$ cat src/rtl/aes_frame_ctrl.sv
// aes_frame_ctrl
// Sequences one AES-over-UART frame: a 16-byte key followed by NUM_BLOCKS
// 16-byte plaintext blocks arrive as single bytes. Each block is handed to the
// AES core, and the ciphertext goes back out one byte at a time. A single
// pending-block buffer lets the next block arrive during encryption and
// transmission.
// Ports:
//   clk, reset           system clock, asynchronous active-high reset
//   rx_valid, rx_data    received byte strobe and value
//   aes_key, aes_block   key / plaintext to the AES core (registered, held)
//   aes_start            one-cycle start pulse to the AES core
//   aes_done, aes_result AES completion strobe and ciphertext
//   tx_start, tx_data    one-cycle send request and byte to the transmitter
//   tx_busy              transmitter busy level
//   done                 frame complete level, cleared by the next received byte
//   overrun_err          pulse: a completed block was dropped (buffer full)
//   timeout_err          pulse: partial frame abandoned after an idle gap
module aes_frame_ctrl #(
    parameter int NUM_BLOCKS     = 4,
    parameter int TIMEOUT_CYCLES = 43400
) (
    input  logic         clk,
    input  logic         reset,
    input  logic         rx_valid,
    input  logic [7:0]   rx_data,
    output logic [127:0] aes_key,
    output logic [127:0] aes_block,
    output logic         aes_start,
    input  logic         aes_done,
    input  logic [127:0] aes_result,
    output logic         tx_start,
    output logic [7:0]   tx_data,
    input  logic         tx_busy,
    output logic         done,
    output logic         overrun_err,
    output logic         timeout_err
);
    localparam int BW = (NUM_BLOCKS > 1) ? $clog2(NUM_BLOCKS) : 1;
    localparam int TW = $clog2(TIMEOUT_CYCLES + 1);
    localparam logic [BW-1:0] LAST_BLK  = BW'(NUM_BLOCKS - 1);
    localparam logic [TW-1:0] TOUT_LAST = TW'(TIMEOUT_CYCLES - 1);

    typedef enum logic [1:0] {PH_KEY = 2'd0, PH_DATA = 2'd1, PH_FULL = 2'd2} phase_t;
    typedef enum logic [2:0] {
        ST_IDLE = 3'd0, ST_START = 3'd1, ST_WAIT = 3'd2,
        ST_SEND = 3'd3, ST_HOLD = 3'd4, ST_FIN = 3'd5
    } state_t;

    phase_t          phase_r;
    logic [BW-1:0]   blk_cnt_r;
    logic [3:0]      byte_cnt_r;
    logic [119:0]    rx_shift_r;
    logic [127:0]    pend_buf_r;
    logic            pend_full_r;
    logic [TW-1:0]   tout_cnt_r;
    state_t          state_r, state_nxt_s;
    logic            hold_wait_r;
    logic [127:0]    tx_shift_r;
    logic [3:0]      tx_cnt_r;

    logic            rx_acc_s, grp_end_s, blk_end_s, accept_s;
    logic            tout_run_s, tout_fire_s;
    logic [127:0]    rx_word_s;
    logic            take_s, aes_start_nxt_s, tx_load_s, tx_fire_s, tx_adv_s, fin_s;

    // Receive-side decode: byte acceptance, group completion, timeout condition
    always_comb begin
        rx_acc_s    = rx_valid && (phase_r != PH_FULL);
        rx_word_s   = {rx_shift_r, rx_data};
        grp_end_s   = rx_acc_s && (byte_cnt_r == 4'd15);
        blk_end_s   = grp_end_s && (phase_r == PH_DATA);
        // the FSM emptying the buffer this same cycle makes room for the new block
        accept_s    = blk_end_s && (!pend_full_r || take_s);
        tout_run_s  = ((phase_r != PH_KEY) || (byte_cnt_r != 4'd0)) && (phase_r != PH_FULL);
        tout_fire_s = !rx_valid && tout_run_s && (tout_cnt_r == TOUT_LAST);
    end

    // Frame phase, byte assembly, key load and error pulses
    always_ff @(posedge clk or posedge reset) begin
        if (reset) begin
            phase_r     <= PH_KEY;
            blk_cnt_r   <= '0;
            byte_cnt_r  <= 4'd0;
            rx_shift_r  <= 120'd0;
            aes_key     <= 128'd0;
            overrun_err <= 1'b0;
            timeout_err <= 1'b0;
        end else begin
            overrun_err <= 1'b0;
            timeout_err <= 1'b0;
            if (tout_fire_s) begin
                timeout_err <= 1'b1;
                phase_r     <= PH_KEY;
                blk_cnt_r   <= '0;
                byte_cnt_r  <= 4'd0;
            end else if (fin_s) begin
                phase_r    <= PH_KEY;
                blk_cnt_r  <= '0;
                byte_cnt_r <= 4'd0;
            end else if (rx_acc_s) begin
                rx_shift_r <= rx_word_s[119:0];
                byte_cnt_r <= byte_cnt_r + 4'd1;
                if (grp_end_s && (phase_r == PH_KEY)) begin
                    aes_key   <= rx_word_s;
                    phase_r   <= PH_DATA;
                    blk_cnt_r <= '0;
                end else if (blk_end_s) begin
                    // a dropped block still advances the block count
                    overrun_err <= !accept_s;
                    if (blk_cnt_r == LAST_BLK) begin
                        phase_r <= PH_FULL;
                    end else begin
                        blk_cnt_r <= blk_cnt_r + BW'(1);
                    end
                end else begin
                    phase_r <= phase_r;
                end
            end else begin
                phase_r <= phase_r;
            end
        end
    end

    // Pending-block buffer between receiver and processing FSM
    always_ff @(posedge clk or posedge reset) begin
        if (reset) begin
            pend_buf_r  <= 128'd0;
            pend_full_r <= 1'b0;
        end else if (tout_fire_s) begin
            pend_full_r <= 1'b0;
        end else if (accept_s) begin
            pend_buf_r  <= rx_word_s;
            pend_full_r <= 1'b1;
        end else if (take_s) begin
            pend_full_r <= 1'b0;
        end else begin
            pend_full_r <= pend_full_r;
        end
    end

    // Inter-byte idle counter, only inside a partially received frame
    always_ff @(posedge clk or posedge reset) begin
        if (reset) begin
            tout_cnt_r <= '0;
        end else if (rx_valid || tout_fire_s || !tout_run_s) begin
            tout_cnt_r <= '0;
        end else begin
            tout_cnt_r <= tout_cnt_r + TW'(1);
        end
    end

    // Frame-complete level: set on FIN, cleared by the next received byte
    always_ff @(posedge clk or posedge reset) begin
        if (reset) begin
            done <= 1'b0;
        end else if (fin_s) begin
            done <= 1'b1;
        end else if (rx_valid) begin
            done <= 1'b0;
        end else begin
            done <= done;
        end
    end

    // Processing FSM next-state and control strobes
    always_comb begin
        state_nxt_s     = state_r;
        take_s          = 1'b0;
        aes_start_nxt_s = 1'b0;
        tx_load_s       = 1'b0;
        tx_fire_s       = 1'b0;
        tx_adv_s        = 1'b0;
        fin_s           = 1'b0;
        case (state_r)
            ST_IDLE: begin
                if (pend_full_r) begin
                    take_s      = 1'b1;
                    state_nxt_s = ST_START;
                end else if (phase_r == PH_FULL) begin
                    state_nxt_s = ST_FIN;
                end else begin
                    state_nxt_s = ST_IDLE;
                end
            end
            ST_START: begin
                aes_start_nxt_s = 1'b1;
                state_nxt_s     = ST_WAIT;
            end
            ST_WAIT: begin
                if (aes_done) begin
                    tx_load_s   = 1'b1;
                    state_nxt_s = ST_SEND;
                end else begin
                    state_nxt_s = ST_WAIT;
                end
            end
            ST_SEND: begin
                if (!tx_busy) begin
                    tx_fire_s   = 1'b1;
                    state_nxt_s = ST_HOLD;
                end else begin
                    state_nxt_s = ST_SEND;
                end
            end
            ST_HOLD: begin
                // first HOLD cycle: tx_busy has not risen yet, ignore it
                if (hold_wait_r) begin
                    state_nxt_s = ST_HOLD;
                end else if (!tx_busy) begin
                    if (tx_cnt_r == 4'd15) begin
                        state_nxt_s = ST_IDLE;
                    end else begin
                        tx_adv_s    = 1'b1;
                        state_nxt_s = ST_SEND;
                    end
                end else begin
                    state_nxt_s = ST_HOLD;
                end
            end
            ST_FIN: begin
                fin_s       = 1'b1;
                state_nxt_s = ST_IDLE;
            end
            default: begin
                state_nxt_s = ST_IDLE;
            end
        endcase
    end

    // Processing FSM state, AES handoff and transmit datapath registers
    always_ff @(posedge clk or posedge reset) begin
        if (reset) begin
            state_r     <= ST_IDLE;
            aes_block   <= 128'd0;
            aes_start   <= 1'b0;
            tx_start    <= 1'b0;
            tx_data     <= 8'd0;
            tx_shift_r  <= 128'd0;
            tx_cnt_r    <= 4'd0;
            hold_wait_r <= 1'b0;
        end else begin
            state_r     <= state_nxt_s;
            aes_start   <= aes_start_nxt_s;
            tx_start    <= tx_fire_s;
            hold_wait_r <= tx_fire_s;
            if (take_s) begin
                aes_block <= pend_buf_r;
            end else begin
                aes_block <= aes_block;
            end
            if (tx_load_s) begin
                tx_shift_r <= aes_result;
                tx_cnt_r   <= 4'd0;
            end else if (tx_fire_s) begin
                tx_data    <= tx_shift_r[127:120];
                tx_shift_r <= {tx_shift_r[119:0], 8'h00};
            end else if (tx_adv_s) begin
                tx_cnt_r <= tx_cnt_r + 4'd1;
            end else begin
                tx_cnt_r <= tx_cnt_r;
            end
        end
    end

endmodule

$ cat config.mk
export PLATFORM = sky130hd
export DESIGN_NAME = aes_frame_ctrl
export DESIGN_NICKNAME = d
export VERILOG_FILES = /design/src/rtl/aes_frame_ctrl.sv
export SDC_FILE = /design/constraint.sdc
export NUM_CORES = 1
export LEC_CHECK = 0
export BUFFER_PORTS_ARGS = -buffer_cell sky130_fd_sc_hd__clkbuf_2
export CAP_MARGIN = 25
export CORE_MARGIN = 2
export CORE_UTILIZATION = 45
export DETAILED_ROUTE_END_ITERATION = 12
export GPL_ROUTABILITY_DRIVEN = 0
export PLACE_DENSITY = 0.65
export REMOVE_ABC_BUFFERS = 1
export SLEW_MARGIN = 20
export SYNTH_ARGS = -nofsm -noshare
export SYNTH_HDL_FRONTEND = slang
export SYNTH_SLANG_ARGS = --single-unit
export TNS_END_PERCENT = 10
$ cat constraint.sdc
create_clock -name clk -period 23.2 [get_ports clk]
set_input_delay 2.32 -clock clk [delete_from_list [all_inputs] [get_ports clk]]
set_output_delay 2.32 -clock clk [all_outputs]
set_load 0.01 [all_outputs]
After elaboration in Yosys (flattened, before gate mapping)
Index checks and enable logic that the tools add are counted.
{ "op_classes": {"add_sub_neg": 4, "eq_ne": 14, "mux": 52, "bitwise_logic": 3, "n_reduce_logical": 34} }
{ "ops": {"columns": ["operator", "count"], "rows": [
  ["$mux 128", 2],
  ["$mux 2", 13],
  ["$mux 1", 24],
  ["$mux 4", 6],
  ["$add 16x1->16 const B", 1],
  ["$eq 16x16->1 const B", 1],
  ["$mux 16", 1],
  ["$mux 3", 5],
  ["$pmux 3 s5", 1],
  ["$reduce_bool 4->1", 3],
  ["$reduce_and 3->1", 3],
  ["$add 4x1->4 const B", 2],
  ["$eq 4x4->1 const B", 2],
  ["$logic_and 1x1->1", 8],
  ["$reduce_bool 2->1", 4],
  ["$eq 3x2->1 const B", 2],
  ["$eq 3x3->1 const B", 2],
  ["$reduce_and 2->1", 3],
  ["$reduce_bool 3->1", 2],
  ["$eq 2x2->1 const B", 2],
  ["$logic_not 1->1", 4],
  ["$logic_or 1x1->1", 4],
  ["$ne 2x2->1 const B", 2],
  ["$ne 4x4->1 const B", 1],
  ["other kinds (7)", 9]
]} }
{ "totals": {"regBits": 677, "inputBits": 141, "elab_cells": 125} }

Longest topological paths before layout
Gate-level depths: netlist (run 1).
{ "depth": {"word_depth": 11, "mapped_depth": 8, "ltp_nobuf": 6} }

Least setup slack after synthesis (run 1)
No wires, ideal clock.
{ "synth_path": {"kind": "input-to-reg", "start": "input rx_valid", "end": "register aes_key[100]", "setup_time_ns": 0.125, "arrival_time_ns": 3.652, "slack_ns": 19.423, "path_stages": 8, "path_buffers": 4, "path_cell_list": "buf_4 and3_1 buf_6 nand2_4 nor3b_4 buf_12 buf_12 mux2_4"} }
{ "synth_via": {"elab_chain_cells": 5, "word_cells_on_any_way": 8, "classes_between": "bitwise: 1; reduce/logical: 7"} }
{ "synth_rtl": {"columns": ["item", "line_no", "rtl"], "rows": [
  ["start: declaration", "24", "input logic rx_valid,"],
  ["$logic_not 1->1", "75", "tout_fire_s = !rx_valid && tout_run_s && (tout_cnt_r == TOUT_LAST);"],
  ["$logic_and 1x1->1 (2 in series)", "75", null],
  ["$not 1->1 (no line)", null, null],
  ["$reduce_and 4->1 (no line) *", null, null],
  ["end signal: assignment", "104", "aes_key <= rx_word_s;"],
  ["end: declaration", "26", "output logic [127:0] aes_key,"]
]} }
Mark *: on every way between the ends. The rest lies on a longest branch, timed or not.
A chain may end at the register's enable or synchronous reset.

Worst setup path in the final report (run 1)
{ "layout_path": {"start": "input rx_valid", "end": "register aes_key[2]"} }
Same word-level chain as after synthesis.

==> metrics.txt, run 1 <==
syn_area_per_cell 14.9 um2; Post CTS Setup Buffer Count 0; status complete, no violations; maximum VDD drop 61.9 uV; type of the tightest min-delay check reg2reg; most used standard cell by instance count after synthesis sky130_fd_sc_hd__dfrtp_1; biggest area contributors in the synthesized netlist sky130_fd_sc_hd__dfrtp_1 62%, sky130_fd_sc_hd__mux2_2 12%, sky130_fd_sc_hd__mux2_4 12%; post-route cell area 32200 um2; setup repair after global routing missed its margin false; number of global-route vias before repair ~17000; number of nets with antenna violations after detailed routing 0; total overflow reported by the global router 0; HPWL reported at the end of detailed placement approximately 37000 um; post-cts resize count 0; Setup Slack @ Placement 17.96 ns; # Max-Cap Violations 0; core utilization of the finished layout 53.7%; initial antenna violation count 2; router iterations before antenna repair 5; top metal layer carrying routed signals met4; total number of H-tree levels 3; fraction of final layout cells sized beyond drive strength 1 a little under half; Residual DRC 0; Die Area 62400 um2; number of core rows 90; biggest area consumer among synthesized cells sky130_fd_sc_hd__dfrtp_1; Iter 0 DRT Violations 913; post-synth top area share 62.3%; clock-pin slew on the worst setup and hold paths 0.06 ns; number of buffer cells added on primary ports between 400 and 500; Post-Syn Instances about 1800; Primary FF master, synth sky130_fd_sc_hd__dfrtp_1; most frequent cells after synthesis 677 x sky130_fd_sc_hd__dfrtp_1, 289 x sky130_fd_sc_hd__mux2_2, 248 x sky130_fd_sc_hd__nand2_1, 212 x sky130_fd_sc_hd__mux2_4, 121 x sky130_fd_sc_hd__a22oi_1; leakage component of the power 16.6 nW; chip width about 250 um; transition time at the pin with the least slew margin a little under 1 ns; Post-CTS Hold Fix Bufs 0; Via-to-Cell Ratio 5.17; unique cell type count in the Yosys netlist 55; first-pass GRT wire length approximately 95000 um; starting density of the core 45.3%; async set or reset register ratio after synthesis 100%; Yosys Warn Count 0; routed length on met2 28400 um; met1 wire length 25500 um; Crit path arrival time 5.11 ns; Req. time, crit path 23.68 ns; Hold Path Cell Cnt 2; vias 15800; Clock Path Buffers 3; final routed wire length divided by cell count 19.3 um; TritonCTS buffer count 73; number of enable-type register cells in the synthesized netlist 0; total number of nets in the final design approximately 2400; CP max FO 45; Min Clock Period, post-route 4.63 ns; final setup skew 0.0243 ns; Clock Tree Root sky130_fd_sc_hd__clkbuf_16; type of origin of the critical path primary input; normalized max-slew margin 35.6%; Pwr Total about 3.9 mW; overall track demand over capacity in global routing between 10% and 20%; kind of capture point of the worst setup path flop; Max Clk Rate 216 MHz; final max-slew violation count 0; TNS Setup 0 ns; Reg2Reg Depth 7; top-level port count slightly above 400; flip-flop and latch count after synthesis roughly 680; worst skew pair latency 0.61 ns; Mapped Area 27200 um2; number of endpoints failing setup at the final stage 0; layout overhead on the synthesized area 18.6%; final worst path period share 20.0%; post-route setup slack roughly 19 ns; final hold violations 0; detailed-routed wire length on met3 3020 um; height of the die 250 um; pin count of the biggest net entering global routing 201; Routed Wire Length 58900 um; CTS tree built; CTS Sinks 677; Critical Setup Path Class in2reg; Area after DPL 29700 um2; sequential area share after synthesis 62.3%; placeable core area between 60000 and 70000 um2; total power divided by cell area 122 nW/um2
==> cell type report <==
cell class	count	area, um2
diodes	2	5.00
clock buffers	99	2090
clock inverters	32	369
fillers	4995	27800
inverters	9	41.3
multi-input cells	1027	9450
flip-flops and latches	677	16900
well taps	782	978
repair buffers	430	2350
==> power by group <==
group / leakage [nW] / internal (mW) / switching, mW
clock: 1.21 / 0.702 / 0.478
combinational: 6.52 / 0.484 / 0.397
sequential: 8.88 / 1.58 / 0.282
==> critical path, cell delays in order <==
cell and delay (ns):
sky130_fd_sc_hd__clkbuf_2 0.20, sky130_fd_sc_hd__and3_1 0.35, sky130_fd_sc_hd__nand2_4 0.09, sky130_fd_sc_hd__nor3b_4 0.19
sky130_fd_sc_hd__buf_4 0.71, sky130_fd_sc_hd__buf_4 0.75, sky130_fd_sc_hd__mux2_1 0.42
==> stage by stage <==
step,hold slack (ns),instances
CTS,0.477,3052
global route,0.494,3058
finish,0.472,3058
detailed placement,0.461,2921
global placement,0.454,2920
floorplan,0.440,1713
==> worst paths after layout <==
kind	slack (ns)	startpoint	end
min in group asynchronous	1.68	reset	tx_shift_r[98]
max in group asynchronous	18.96	reset	pend_buf_r[18]
max reg2reg	20.01	byte_cnt_r[1]	aes_key[2]
min	0.47	tx_shift_r[87]	tx_shift_r[87]
max	18.57	rx_valid	aes_key[2]
min reg2reg	0.47	tx_shift_r[87]	tx_shift_r[87]
==> metal layers <==
layer  GRT usage [%]  vias up
li1                -     7219
met1            25.3     8144
met2            30.7      346
met3            4.28      106
met4            7.80        0
met5               0        -
==> sequential cells by signal, summed over array words and instances, names as in the netlist, 2 cells and up <==
signal and cells:
tout_cnt_r 16, phase_r 2, tx_cnt_r 4, rx_shift_r 120
blk_cnt_r 2, byte_cnt_r 4, tx_data 8, aes_block 128
pend_buf_r 128, tx_shift_r 128, aes_key 128, state_r 3
==> kinds of logic (layout without fill, tap and decap cells) <==
logic type | Yosys count | in the layout | share of synthesized area, %
multiplexers | 512 | 512 | 24.1
adder cells (fa/ha/maj) | 5 | 5 | 0.230
AO/OA/AOI/OAI | 153 | 153 | 4.18
other | 0 | 2 | 0
AND/OR/NAND/NOR | 341 | 341 | 5.50
XOR/XNOR | 16 | 16 | 0.516
flip-flops | 677 | 677 | 62.3
buffers and inverters | 115 | 570 | 3.09
==> cell usage in the layout, fill, tap and decap left out, types with 3 or more instances in the layout <==
| master | count |
|---|---|
| sky130_fd_sc_hd__ha_1 | 5 |
| sky130_fd_sc_hd__nand3_1 | 12 |
| sky130_fd_sc_hd__mux2_1 | 11 |
| sky130_fd_sc_hd__xor2_1 | 5 |
| sky130_fd_sc_hd__nor2b_1 | 3 |
| sky130_fd_sc_hd__nand4_1 | 6 |
| sky130_fd_sc_hd__bufinv_16 | 6 |
| sky130_fd_sc_hd__nand2_1 | 248 |
| sky130_fd_sc_hd__clkinv_2 | 16 |
| sky130_fd_sc_hd__dfrtp_1 | 677 |
| sky130_fd_sc_hd__mux2_2 | 289 |
| sky130_fd_sc_hd__buf_12 | 4 |
| sky130_fd_sc_hd__nand2b_1 | 3 |
| sky130_fd_sc_hd__inv_1 | 8 |
| sky130_fd_sc_hd__buf_16 | 5 |
| sky130_fd_sc_hd__mux2_4 | 212 |
| sky130_fd_sc_hd__xnor2_1 | 11 |
| sky130_fd_sc_hd__nor4bb_1 | 3 |
| sky130_fd_sc_hd__buf_4 | 12 |
| sky130_fd_sc_hd__o21ai_0 | 8 |
| sky130_fd_sc_hd__clkbuf_16 | 75 |
| sky130_fd_sc_hd__clkbuf_8 | 12 |
| sky130_fd_sc_hd__clkbuf_1 | 12 |
| sky130_fd_sc_hd__nor4_1 | 4 |
| sky130_fd_sc_hd__clkinvlp_4 | 4 |
| sky130_fd_sc_hd__a22o_1 | 8 |
| sky130_fd_sc_hd__nor2_1 | 28 |
| sky130_fd_sc_hd__a21oi_1 | 4 |
| sky130_fd_sc_hd__a22oi_1 | 121 |
| sky130_fd_sc_hd__clkbuf_2 | 409 |
| sky130_fd_sc_hd__nor3_1 | 6 |
| sky130_fd_sc_hd__or3_1 | 3 |
Power figures use the tool's default switching activity.
==> run 2: changes to the inputs <==
ABC_AREA = 1   (was unset)
PLACE_DENSITY = 0.66   (was 0.65)
clock period = 4.45 ns   (was 23.2 ns; I/O delays follow)
==> run 2 against run 1 <==
Effect of this change: worst hold slack lost 0.43 ns; combinational power grew to 4.2 times the previous value; die area shrank 1.4%; via count grew 25%; sequential power grew to 4.4 times the previous value; total power grew to 4.5 times the previous value; utilization shrank 0.13 points; final cell count grew 28%; critical path type is now reg2reg; routed wire length grew 9.2%; synthesized area shrank 1.5%; sequential share of layout area grew 1.1 points.
==> metrics.txt, run 2 <==
status complete, no violations; kind of capture point of the worst setup path flop; height of the die ~250 um; router iterations before antenna repair 5; CTS tree built; top cell family by delay on the critical path simple AND/OR/NAND/NOR gates; syn_area_per_cell 9.77 um2; number of core rows 89; sequential standard cell area 16900 um2; number of nets with antenna violations after detailed routing 0; vias 19700; starting density of the core 45.5%; Multi-input gate area a little under 8000 um2; Routed Wire Length 64300 um; normalized max-slew margin a little under a third; post-cts resize count 0; pin count of the biggest net entering global routing between 100 and 150; most used standard cell by instance count after synthesis sky130_fd_sc_hd__nand2_1; Primary FF master, synth sky130_fd_sc_hd__dfrtp_1; layout overhead on the synthesized area 17.8%; biggest area consumer among synthesized cells sky130_fd_sc_hd__dfrtp_1; worst skew pair latency 0.61 ns; number of enable-type register cells in the synthesized netlist 0; clock-pin slew on the worst setup and hold paths ~0.06 ns; Post-Syn Instances approximately 2700; Via-to-Cell Ratio 5.02; total number of nets in the final design 3244; TritonCTS buffer count a little over 70; unique cell type count in the Yosys netlist 34; post-synth top area share 63.3%; chip width 248 um; maximum VDD drop between 300 and 400 uV; Crit path arrival time 3.14 ns; number of global-route vias before repair 19700; fraction of final layout cells sized beyond drive strength 1 20.7%; final setup skew 0.0179 ns; core utilization of the finished layout a little over half; leakage component of the power 16.2 nW; cell with the most instances on the worst path sky130_fd_sc_hd__nand2_4; portion of total power attributed to sequential cells 46.2%; transition time at the pin with the least slew margin 1.03 ns; slowest cell delay on critical path 0.72 ns; Die Area between 60000 and 70000 um2; combinational share of power between 20 and 25%; total number of H-tree levels 3; final max-slew violation count 0; total internal power around 12 mW; top-level port count between 400 and 500; CTS Sinks 677; sequential area share after synthesis 63.3%; Iter 0 DRT Violations 1268; portion of total power attributed to the clock network 33.1%; Critical Setup Path Class reg2reg; first-pass GRT wire length approximately 100000 um; biggest area contributors in the synthesized netlist sky130_fd_sc_hd__dfrtp_1 63%, sky130_fd_sc_hd__nand2_1 14%, sky130_fd_sc_hd__inv_1 4.0%; total overflow reported by the global router 0; Post-CTS Hold Fix Bufs 0; Req. time, crit path 4.89 ns; setup repair after global routing missed its margin false; cell breakdown of the critical path nor3_1 -> nand2_4 -> nand2_4 -> buf_4 -> o221ai_1; initial antenna violation count 0; placeable core area approximately 59000 um2; Max Clk Rate 370 MHz; final worst path period share 60.7%; final hold violations 0; Residual DRC 0; Min Clock Period, post-route ~2.7 ns; TNS Setup 0 ns; power spent charging and discharging nets between 5 and 6 mW; most frequent cells after synthesis 990 x sky130_fd_sc_hd__nand2_1, 677 x sky130_fd_sc_hd__dfrtp_1, 285 x sky130_fd_sc_hd__inv_1, 176 x sky130_fd_sc_hd__o21ai_0, 120 x sky130_fd_sc_hd__o221ai_1; Clock Path Buffers 3; Sw Share 30.5%; flip-flop and latch count after synthesis 677; number of buffer cells added on primary ports 409; CP max FO just over 80; # Max-Cap Violations 0; Mapped Area 26800 um2; cell at the slowest stage of the critical path sky130_fd_sc_hd__nand2_4; Yosys Warn Count 0; critical path buffer and inverter count 1; final routed wire length divided by cell count around 16 um; type of the tightest min-delay check in2async; type of origin of the critical path flop; overall track demand over capacity in global routing 20.9%; number of fill cells in the layout around 5400; async set or reset register ratio after synthesis 100%; Post CTS Setup Buffer Count 0; most common library cell in the layout ignoring fill and taps sky130_fd_sc_hd__nand2_1; Clock Tree Root sky130_fd_sc_hd__clkbuf_16; HPWL reported at the end of detailed placement 41700 um; total power divided by cell area about 560 nW/um2; highest-count cells in the layout ignoring fill and taps 987 x sky130_fd_sc_hd__nand2_1, 677 x sky130_fd_sc_hd__dfrtp_1, 409 x sky130_fd_sc_hd__clkbuf_2; n_diodes 0; number of endpoints failing setup at the final stage 0
==> run 2: cell types whose count changed in the layout (fill, tap and decap cells not counted), sizes merged, moves of 14 or more <==
| cell | previous run | this run |
|---|---|---|
| o21ai | 9 | 379 |
| clkbuf | 508 | 522 |
| nor2 | 29 | 56 |
| o221ai | 0 | 120 |
| mux2 | 512 | 0 |
| a22oi | 121 | 1 |
| nand2 | 249 | 995 |
| inv | 12 | 291 |
==> run 2: metal layers <==
metal / routed length (um) / GRT usage [%]
met1: 26800 / 27.2
met2: 29800 / 33.2
met3: 6210 / 7.02
met4: 1520 / 6.80
met5: 0 / 0
==> run 2: final cells by class <==
cell class                 instances  area share [%]
tap                              773            3.07
clock buffer                     113            6.97
multi-input combinational       1624            24.8
sequential                       677            53.7
clock inverter                    13           0.440
inverter                         288            3.49
timing repair buffer             435            7.50
==> run 2: cell families after synthesis <==
kind of cell               after synthesis  synth area share (%)
DFF                                    677                  63.3
and+or+nand+nor                       1097                  16.0
xor gates and xnor gates                 7                 0.229
adders and majority gates                5                 0.234
buffers and inverters                  441                  7.63
AOI/OAI and AO/OA                      515                  12.7
==> run 2: worst paths after layout <==
kind                            startpoint             end  slack [ns]  depth (start not counted)
hold reg to reg            pend_buf_r[111]  aes_block[111]        0.46                          2
hold / removal                       reset  rx_shift_r[91]        0.04                          2
setup / recovery                state_r[2]  tx_shift_r[64]        1.75                          5
min in group clk            aes_result[62]  tx_shift_r[62]        0.05                          3
max in group asynchronous            reset  pend_buf_r[61]        3.34                          3
setup reg to reg                state_r[2]  tx_shift_r[64]        1.75                          5
==> run 2: metrics by stage <==
stage	cell area (um2)	hold slack, ns	std cells	total power [mW]	setup WS, ns
2_1_floorplan	25800	0.442	2589	10.7	-14.97
3_3_place_gp	29200	0.449	3797	11.8	1.89
3_5_place_dp	29200	0.451	3797	12.0	1.76
4_1_cts	31500	0.00803	3923	18.0	1.78
5_1_grt	31500	0.0404	3923	18.8	1.50
6_report	31500	0.0447	3923	17.8	1.75
==> run 2: power groups by stage <==
stage          registers (mW)  clock network [mW]  logic (mW)
6_report                 8.22                5.89        3.68
5_1_grt                  8.37                6.30        4.18
4_1_cts                  8.23                6.05        3.73
3_5_place_dp             8.32                   0        3.71
3_3_place_gp             8.26                   0        3.55
2_1_floorplan            8.40                   0        2.26
==> run 2: worst reg2reg max path, delay by kind of cell (launching register included) <==
family | cells | cell delay (ns)
compound gates | 1 | 0.18
simple gates | 3 | 1.44
buf+inv | 1 | 0.49
flops | 1 | 0.42
